==> src/rtl/riscv_pipe_pkg.sv <==
// ============================================================================
// riscv_pipe_pkg : shared widths and control bundle for the pipeline stages
// Revision: 1.0
// ============================================================================
`default_nettype none

package riscv_pipe_pkg;

   localparam int XLEN_DEF  = 32;
   localparam int REG_IDX_W = 5;
   localparam int ALU_OP_W  = 4;

   typedef struct packed {
      logic [ALU_OP_W-1:0] alu_op;
      logic                alu_src;
      logic                mem_read;
      logic                mem_write;
      logic                reg_write;
   } ctrl_t;

   localparam ctrl_t CTRL_NOP = '0;

endpackage

`default_nettype wire

==> src/rtl/id_ex_stage_load_use_detect.sv <==
// ============================================================================
// load_use_detect : flags an ID instruction that reads the rd of a load in EX
// Revision: 1.0
// ============================================================================
`default_nettype none

module load_use_detect
   import riscv_pipe_pkg::*;
(
   input  logic                 ex_valid_i,
   input  logic                 ex_mem_read_i,
   input  logic [REG_IDX_W-1:0] ex_rd_i,
   input  logic                 id_valid_i,
   input  logic [REG_IDX_W-1:0] id_r1_i,
   input  logic [REG_IDX_W-1:0] id_r2_i,
   output logic                 load_use_o
);

   // x0 is hardwired to zero, so a load targeting it can never create a dependency
   assign load_use_o = ex_valid_i & ex_mem_read_i & (ex_rd_i != '0) & id_valid_i &
                       ((ex_rd_i == id_r1_i) | (ex_rd_i == id_r2_i));

endmodule

`default_nettype wire

==> src/rtl/id_ex_stage.sv <==
// ============================================================================
// id_ex_stage : ID/EX pipeline register with load-use bubble insertion and a
//               saturating bubble counter. Optional ID_EX_WB_BYPASS_EN.
// Revision: 1.0
// ============================================================================
`default_nettype none

module id_ex_stage
   import riscv_pipe_pkg::*;
#(
   parameter int XLEN  = XLEN_DEF,
   parameter int CNT_W = 16
) (
   input  logic                 clk_i,
   input  logic                 reset_i,
   input  logic                 id_valid_i,
   input  logic [REG_IDX_W-1:0] id_r1_i,
   input  logic [REG_IDX_W-1:0] id_r2_i,
   input  logic [REG_IDX_W-1:0] id_rd_i,
   input  logic [XLEN-1:0]      id_reg1_i,
   input  logic [XLEN-1:0]      id_reg2_i,
   input  logic [XLEN-1:0]      id_imm_i,
   input  logic [XLEN-1:0]      id_pc_i,
   input  logic [ALU_OP_W-1:0]  id_alu_op_i,
   input  logic                 id_alu_src_i,
   input  logic                 id_mem_read_i,
   input  logic                 id_mem_write_i,
   input  logic                 id_reg_write_i,
   input  logic                 flush_i,
   input  logic                 hold_i,
   input  logic                 wb_reg_write_i,
   input  logic [REG_IDX_W-1:0] wb_rd_i,
   input  logic [XLEN-1:0]      wb_data_i,
   output logic                 ex_valid_o,
   output logic [REG_IDX_W-1:0] ex_r1_o,
   output logic [REG_IDX_W-1:0] ex_r2_o,
   output logic [REG_IDX_W-1:0] ex_rd_o,
   output logic [XLEN-1:0]      ex_reg1_o,
   output logic [XLEN-1:0]      ex_reg2_o,
   output logic [XLEN-1:0]      ex_imm_o,
   output logic [XLEN-1:0]      ex_pc_o,
   output logic [ALU_OP_W-1:0]  ex_alu_op_o,
   output logic                 ex_alu_src_o,
   output logic                 ex_mem_read_o,
   output logic                 ex_mem_write_o,
   output logic                 ex_reg_write_o,
   output logic                 stall_o,
   output logic [CNT_W-1:0]     bubble_cnt_o
);

   logic                 valid_q, valid_d;
   logic [REG_IDX_W-1:0] r1_q, r1_d, r2_q, r2_d, rd_q, rd_d;
   logic [XLEN-1:0]      reg1_q, reg1_d, reg2_q, reg2_d, imm_q, imm_d, pc_q, pc_d;
   ctrl_t                ctrl_q, ctrl_d;
   logic [CNT_W-1:0]     cnt_q, cnt_d;

   logic                 w_load_use;
   logic [XLEN-1:0]      w_op1, w_op2;
   ctrl_t                w_id_ctrl;

   load_use_detect u_load_use_detect (
      .ex_valid_i    (valid_q),
      .ex_mem_read_i (ctrl_q.mem_read),
      .ex_rd_i       (rd_q),
      .id_valid_i    (id_valid_i),
      .id_r1_i       (id_r1_i),
      .id_r2_i       (id_r2_i),
      .load_use_o    (w_load_use)
   );

   assign stall_o = w_load_use & ~flush_i;

`ifdef ID_EX_WB_BYPASS_EN
   // Same-cycle register-file write/read: take the value being written back
   assign w_op1 = (wb_reg_write_i && (wb_rd_i != '0) && (wb_rd_i == id_r1_i)) ? wb_data_i : id_reg1_i;
   assign w_op2 = (wb_reg_write_i && (wb_rd_i != '0) && (wb_rd_i == id_r2_i)) ? wb_data_i : id_reg2_i;
`else
   logic w_unused_wb;
   assign w_unused_wb = ^{wb_reg_write_i, wb_rd_i, wb_data_i};
   assign w_op1       = id_reg1_i;
   assign w_op2       = id_reg2_i;
`endif

   assign w_id_ctrl = '{alu_op:    id_alu_op_i,
                        alu_src:   id_alu_src_i,
                        mem_read:  id_mem_read_i,
                        mem_write: id_mem_write_i,
                        reg_write: id_reg_write_i};

   always_comb begin
      valid_d = valid_q;
      r1_d    = r1_q;
      r2_d    = r2_q;
      rd_d    = rd_q;
      reg1_d  = reg1_q;
      reg2_d  = reg2_q;
      imm_d   = imm_q;
      pc_d    = pc_q;
      ctrl_d  = ctrl_q;
      cnt_d   = cnt_q;
      if (hold_i && !flush_i) begin
         // frozen: keep everything
      end else if (flush_i || w_load_use) begin
         valid_d = 1'b0;
         r1_d    = '0;
         r2_d    = '0;
         rd_d    = '0;
         reg1_d  = '0;
         reg2_d  = '0;
         imm_d   = '0;
         pc_d    = '0;
         ctrl_d  = CTRL_NOP;
         if (!flush_i && (cnt_q != {CNT_W{1'b1}})) begin
            cnt_d = cnt_q + 1'b1;
         end
      end else begin
         valid_d = id_valid_i;
         r1_d    = id_r1_i;
         r2_d    = id_r2_i;
         rd_d    = id_rd_i;
         reg1_d  = w_op1;
         reg2_d  = w_op2;
         imm_d   = id_imm_i;
         pc_d    = id_pc_i;
         ctrl_d  = id_valid_i ? w_id_ctrl : CTRL_NOP;
      end
   end

   always_ff @(posedge clk_i or posedge reset_i) begin
      if (reset_i) begin
         valid_q <= 1'b0;
         r1_q    <= '0;
         r2_q    <= '0;
         rd_q    <= '0;
         reg1_q  <= '0;
         reg2_q  <= '0;
         imm_q   <= '0;
         pc_q    <= '0;
         ctrl_q  <= CTRL_NOP;
         cnt_q   <= '0;
      end else begin
         valid_q <= valid_d;
         r1_q    <= r1_d;
         r2_q    <= r2_d;
         rd_q    <= rd_d;
         reg1_q  <= reg1_d;
         reg2_q  <= reg2_d;
         imm_q   <= imm_d;
         pc_q    <= pc_d;
         ctrl_q  <= ctrl_d;
         cnt_q   <= cnt_d;
      end
   end

   assign ex_valid_o     = valid_q;
   assign ex_r1_o        = r1_q;
   assign ex_r2_o        = r2_q;
   assign ex_rd_o        = rd_q;
   assign ex_reg1_o      = reg1_q;
   assign ex_reg2_o      = reg2_q;
   assign ex_imm_o       = imm_q;
   assign ex_pc_o        = pc_q;
   assign ex_alu_op_o    = ctrl_q.alu_op;
   assign ex_alu_src_o   = ctrl_q.alu_src;
   assign ex_mem_read_o  = ctrl_q.mem_read;
   assign ex_mem_write_o = ctrl_q.mem_write;
   assign ex_reg_write_o = ctrl_q.reg_write;
   assign bubble_cnt_o   = cnt_q;

endmodule

`default_nettype wire

==> config.mk <==
export PLATFORM = sky130hd
export DESIGN_NAME = id_ex_stage
export DESIGN_NICKNAME = d
export VERILOG_FILES = /design/src/rtl/riscv_pipe_pkg.sv /design/src/rtl/id_ex_stage_load_use_detect.sv /design/src/rtl/id_ex_stage.sv
export SDC_FILE = /design/constraint.sdc
export NUM_CORES = 1
export LEC_CHECK = 0
export CAP_MARGIN = 20
export CORE_ASPECT_RATIO = 0.8
export CORE_MARGIN = 2
export CORE_UTILIZATION = 40
export DETAILED_ROUTE_END_ITERATION = 8
export DONT_BUFFER_PORTS = 1
export SLEW_MARGIN = 40
export SYNTH_ARGS = -nofsm -noshare
export SYNTH_HDL_FRONTEND = slang
export SYNTH_SLANG_ARGS = --single-unit
export TNS_END_PERCENT = 100
==> constraint.sdc <==
create_clock -name clk_i -period 8.8 [get_ports clk_i]
set_input_delay 1.32 -clock clk_i [delete_from_list [all_inputs] [get_ports clk_i]]
set_output_delay 1.32 -clock clk_i [all_outputs]
set_load 0.02 [all_outputs]
==> results of run 1 <==
==> kinds of logic (layout without fill, tap and decap cells) <==
kind of cell | Yosys count | in the layout | synth area share
AO/OA/AOI/OAI | 155 | 155 | 0.251
XOR/XNOR | 25 | 25 | 0.0247
adder cells (fa/ha/maj) | 1 | 1 | 0.00141
buffers and inverters | 218 | 177 | 0.104
flip-flops | 168 | 168 | 0.474
multiplexers | 1 | 1 | 0.00127
AND/OR/NAND/NOR | 213 | 213 | 0.143
==> sequential cells by signal, indices dropped and copies added, names as in the netlist <==
name and cells:
bubble_cnt_o 16, ex_alu_op_o 4, ex_alu_src_o 1, ex_imm_o 32, ex_mem_read_o 1, ex_mem_write_o 1
ex_pc_o 32, ex_r1_o 5, ex_r2_o 5, ex_rd_o 5, ex_reg1_o 32, ex_reg2_o 32
ex_reg_write_o 1, ex_valid_o 1
==> cells in the final DEF (no fill, tap or decap), types with 2 or more instances in the layout <==
master,instances
inv_1,138
a32o_1,4
xnor2_1,24
or4_1,2
dfrtp_1,168
inv_6,5
inv_8,3
and3_1,2
clkbuf_16,17
nor2_1,7
clkinv_4,3
buf_4,4
nand3_1,14
nand2_1,65
nor3_1,3
nand2b_1,2
nor4_1,4
o21ai_0,10
nand3b_1,102
nand4_1,6
o41ai_1,18
o41ai_2,120
==> final cells by class <==
cell class / count / area (um2)
repair buffers: 6 / 61.3
inverters: 139 / 529
clock inverters: 13 / 135
flip-flops and latches: 168 / 4200
fillers: 2005 / 12200
well taps: 300 / 375
clock buffers: 19 / 443
multi-input cells: 395 / 3750
==> tightest hold or removal path: cells and delay by family (launching register included) <==
| kind | cells | cell delay (ps) |
|---|---|---|
| compound gates | 1 | 60 |
| flops | 1 | 460 |
| simple gates | 1 | 70 |
==> stage by stage <==
step,util,instances
floorplan,-,781
global placement,0.410,1007
detailed placement,0.411,1008
CTS,0.438,1040
global route,0.438,1040
finish,0.438,1040
==> routing by layer <==
metal,vias up,GRT usage,share of wire
li1,2646,-,-
met1,2975,0.226,0.41
met2,246,0.291,0.47
met3,26,0.0804,0.10
met4,2,0.0475,0.015
met5,-,0,0.00055
==> final timing paths <==
check                            from             end  slack [ps]  cells past startpoint
max                        id_r1_i[2]         stall_o        4790                      6
min                        ex_pc_o[1]      ex_pc_o[1]         630                      2
max reg2reg                ex_rd_o[2]  ex_alu_op_o[3]        5740                      8
min reg2reg                ex_pc_o[1]      ex_pc_o[1]         630                      2
max in group asynchronous     reset_i    ex_imm_o[31]        6760                      2
min in group asynchronous     reset_i    ex_imm_o[20]         830                      1
==> report_power, final <==
part	switching, mW	internal [mW]	total (mW)
Combinational	0.0549	0.0562	0.111
Clock	0.336	0.407	0.743
Sequential	0.0835	0.810	0.893
Total	0.474	1.27	1.75
==> metrics, run 1 <==
status complete, no violations; routability cong. slightly below 0.8; Final Hold Viols 0; worst-path cell chain xnor2_1, nand3_1, o22ai_1, buf_4, nand2_1, nor2_1; Period minus WS final 4010 ps; distinct cell type count after synthesis 32; hold slack final 626 ps; Syn Area/Cell ~11 um2; CTS Buf Count 17; Clk Latency, worst-skew pair between 400 and 500 ps; startpoint types input pin; antenna-violating nets left 0; vias 5,895; Die Y approximately 140 um; endpoints failing setup 0; ys flop type dfrtp_1; post_cts resized 0; standard-cell rows 48; WS Path Type input pin to primary output; DR WL/cell 21.0 um; DRT iter0 DRCs 399; Clock Pin Slew Worst Setup and Hold Paths 70 ps; PwrDens ~180 nW/um2; post-synthesis sequential area ratio 0.474; final setup TNS 0 ps; first-pass GRT wire length 33,400 um; Die X 170 um; worst vdd ir approximately 130 uV; Starting Density 0.409; clock skew 9.22 ps; placed inst area 8920 um2; Sinks on Clock Net 168; arrival time at the worst endpoint 2690 ps; Synth Register Bits between 150 and 200; Max-Cap Viols 0; DRC violations left 0; unrepaired setup endpoints after global routing false; H-tree levels 4; Max FO, Critical Path 17; Final period util 0.455; synth cell count leaders 168 x dfrtp_1, 139 x inv_1, 120 x o41ai_2, 102 x nand3b_1, 65 x nand2_1; final wirelength 21,900 um; area delta synth->final 7.11%; Critical Path RT 7480 ps; clock root buffer clkbuf_16; GRT Residual Overflow 0; Die Footprint about 23,000 um2; postcts setup bufs 0; layout cells sized above 1 0.220; final number of max-transition violations 0; Ant. Diodes 0; CTS tree built; count leader, synth dfrtp_1; antenna violations before repair 1; yosys warns 0; post-placement setup slack between 4000 and 5000 ps; post-synth design cell area 8860 um2; CP max stage cell nor2_1; router iterations before antenna repair 4; top post-synthesis cells by area dfrtp_1 47%, o41ai_2 22%, nand3b_1 8.6%; I/O pins 363; DP HPWL 14,100 um; cts hold-fix bufs 0; Synth area leader dfrtp_1; Layout Cell Area excl Fill 9500 um2; clock buffer depth 2; number of synthesized flops with an enable pin 0; measured slew at the worst slew-check pin a little over 800 ps; core area ~22,000 um2; largest net degree at the start of global routing 247; total power 1.75 mW; WP buf/inv 1; Post-Syn Instances 781; Peak Freq 250 MHz; Crit path max-delay family simple AND/OR/NAND/NOR gates; DR vias/cell 5.67; Final Net Count between 900 and 1,000; Worst slew margin 0.450; crit-path max cell delay approximately 490 ps; post-synth top area share 0.474; Post-Syn Nets approximately 1,000; Port Buf Inserts 0; Post-synth ARST share 1.00; Crit. End Element primary output; leakage approximately 4.6 nW; total track usage 0.182; fin worst setup slack 4790 ps; Hold Crit Class register to register; vias in the first global route about 5,800
(Power assumes the default switching activity.)
==> run 2, diff against run 1 <==
--- a/config.mk
+++ b/config.mk
@@ -5,6 +5,7 @@
 export SDC_FILE = /design/constraint.sdc
 export NUM_CORES = 1
 export LEC_CHECK = 0
+export ABC_AREA = 1
 export CAP_MARGIN = 20
 export CORE_ASPECT_RATIO = 0.8
 export CORE_MARGIN = 2
==> constraint.sdc (replaced) <==
create_clock -name clk_i -period 3.5 [get_ports clk_i]
set_input_delay 0.525 -clock clk_i [delete_from_list [all_inputs] [get_ports clk_i]]
set_output_delay 0.525 -clock clk_i [all_outputs]
set_load 0.02 [all_outputs]
==> run 2 against run 1 <==
Against the previous run:
- critical path depth up 2
- clock-buffer cell count down 2
- core utilization up 0.81 points
- final cell count up 3.4%
- first-iteration DRC count up 25%
- global-route usage up 1.6 points
- sequential share of layout area up 8.2 points
- non-clock buffer count up 6
- cell area down 16%
- synthesized cell count up 9.2%
- critical endpoint unchanged
==> metrics, run 2 <==
status complete, no violations; antenna violations before repair 0 (-1); count leader, synth nand2_1; Period minus WS final between 2000 and 3000 ps; core area 17,900 um2 (-17%); Hold Crit Class input pin to async pin; final wirelength 19,000 um (-13%); total track usage 0.198 (+0.0155); largest net degree at the start of global routing 148 (-40%); post-synth design cell area 7250 um2 (-18%); worst r2r src ex_rd_o[0]; worst vdd ir 291 uV (+130%); CP max stage cell dfrtp_1; router iterations before antenna repair 5 (+1); post-synth top area share 0.580 (+0.105); post-placement setup slack 1140 ps (-3630 ps); Clk Latency, worst-skew pair 420 ps (about the same); Clock Pin Slew Worst Setup and Hold Paths 80 ps (about the same); most common cell after layout, fill and taps aside nand2_1; Post-synth ARST share 1.00 (unchanged); Peak Freq around 400 MHz; DR vias/cell 5.26 (-7.2%); fillers 1,816 (-9.4%); worst-path cell chain inv_1, nand2_1, nand2_1, nor2_1, nand3_1, nand2_1, nand2_2, nor2_1; Port Buf Inserts 0 (unchanged); leakage 3.77 nW (-18%); unrepaired setup endpoints after global routing false; Die Y 124 um (-9.3%); antenna-violating nets left 0 (unchanged); Worst slew margin 0.482 (+0.0318); Final period util 0.722; Final Net Count 1,027 (+11%); final setup TNS 0 ps (unchanged); I/O pins 363 (unchanged); WS Path Type register to primary output; number of synthesized flops with an enable pin 0 (unchanged); Post-Syn Nets 1,048 (+7.4%); Synth Register Bits 168 (unchanged); DP HPWL 12,800 um (-8.8%); standard-cell rows 44 (-8.3%); Most common cell on crit path nand2_1; Multi-input gate area 2630 um2 (-30%); Crit. End Element primary output; ys flop type dfrtp_1; GRT Residual Overflow 0 (unchanged); postcts setup bufs 0 (unchanged); Synth area leader dfrtp_1; Max-Cap Viols 0 (unchanged); most frequent cells in the layout 376 x nand2_1, 168 x dfrtp_1, 100 x o21ai_1; Ant. Diodes 0 (unchanged); Die Footprint 19,200 um2 (-18%); yosys warns 0 (unchanged); post_cts resized 0 (unchanged); Worst Setup SP ex_rd_o[0]; crit-path max cell delay 570 ps (+80 ps); area of all sequential standard cells 4200 um2 (unchanged); clock root buffer clkbuf_16; endpoints failing setup 0 (unchanged); routability cong. 0.858 (+8.6%); DR WL/cell 17.7 um (-16%); synth cell count leaders 376 x nand2_1, 168 x dfrtp_1, 100 x o21ai_1, 39 x o21ai_0, 30 x clkbuf_1; Final Hold Viols 0 (unchanged); PwrDens 554 nW/um2 (+200%); Critical Path RT 2970 ps (-4510 ps); measured slew at the worst slew-check pin 777 ps (-47.7 ps); top post-synthesis cells by area dfrtp_1 58%, nand2_1 19%, o21ai_1 6.9%; clock buffer depth 2 (unchanged); Sinks on Clock Net 168 (unchanged); final number of max-transition violations 0 (unchanged); Max FO, Critical Path 6 (-11); Starting Density 0.404 (-0.00480); CTS Buf Count 17 (unchanged); Post-Syn Instances 853 (+9.2%); first-pass GRT wire length 30,600 um (-8.5%); area delta synth->final 10.4%; H-tree levels 4 (unchanged); layout cells sized above 1 0.0663 (-0.154); vias in the first global route 5,438 (-6.2%); vias 5,655 (-4.1%); startpoint types register; fin worst setup slack 972 ps (-3820 ps); DRT iter0 DRCs 498 (+25%); Syn Area/Cell 8.50 um2 (-25%); DRC violations left 0 (unchanged); clock skew 9.24 ps (+0.0177 ps); arrival time at the worst endpoint 2000 ps (-690 ps); cts hold-fix bufs 0 (unchanged); post-synthesis sequential area ratio 0.580 (+0.105); Die X 155 um (-9.3%); total power 4.44 mW (+150%); CTS tree built; distinct cell type count after synthesis 23 (-28%)
## run 2: cell count changes in the layout (fill, tap and decap cells not counted), moves of 5 or more
cell,delta
inv_1,-114
o21ai_1,+100
xor2_1,+6
nor2_1,+14
inv_2,+5
o41ai_1,-18
xnor2_1,-16
nand4_1,+11
nand3b_1,-102
o21ai_0,+29
o41ai_2,-120
nand2_1,+311
## run 2: worst paths after layout
| check | end | slack, ps | depth (start not counted) |
|---|---|---|---|
| max | stall_o | 970 | 8 |
| min | ex_pc_o[0] | 10 | 1 |
| max reg2reg | bubble_cnt_o[13] | 1140 | 11 |
| min reg2reg | ex_reg1_o[28] | 630 | 2 |
| max in group asynchronous | ex_reg1_o[7] | 2760 | 2 |
| min in group clk_i | ex_reg2_o[2] | 240 | 2 |
## run 2: cells by family (layout without fill, tap and decap cells)
family                   after synthesis  count (layout)  share of synthesized area
flip-flops                           168             168                      0.580
AND/OR/NAND/NOR                      442             442                      0.241
buffers and inverters                 83              75                     0.0590
AO/OA/AOI/OAI                        144             144                      0.100
adder cells (fa/ha/maj)                1               1                    0.00173
XOR/XNOR                              15              15                     0.0181
## run 2: report_power, final
part / internal [mW] / total, mW / switching, mW
combinational: 0.0839 / 0.282 / 0.198
sequential: 2.04 / 2.24 / 0.202
clock: 1.03 / 1.92 / 0.890
total: 3.15 / 4.44 / 1.29
## run 2: worst max-delay path: cells and delay by family (launching register included)
family	cells	cell delay [ps]
buf+inv	1	130
flops	1	570
simple gates	7	890
## run 2: per-stage QoR
step | utilization | instance area, um2 | instances | hold slack (ps)
after floorplan | - | 7260 | 853 | 591
after CTS | 0.446 | 8010 | 1075 | 2.93
after global routing | 0.446 | 8010 | 1075 | 8.77
after detailed placement | 0.412 | 7400 | 1043 | 461
after global placement | 0.411 | 7370 | 1042 | 610
final | 0.446 | 8010 | 1075 | 12.5
## run 2: layer usage
layer / global-route usage / vias up / wire length [um]
met3: 0.0908 / 19 / 2110
met1: 0.256 / 2703 / 7970
met4: 0.0479 / 0 / 282
li1: - / 2687 / -
met5: 0 / - / 0
met2: 0.304 / 246 / 8650
## run 2: area by class of cell
class                   count  area share
multi-input cells         602       0.328
clock buffers              17      0.0531
well taps                 230      0.0359
repair buffers             12      0.0200
flip-flops and latches    168       0.525
clock inverters            15      0.0223
inverters                  31      0.0153
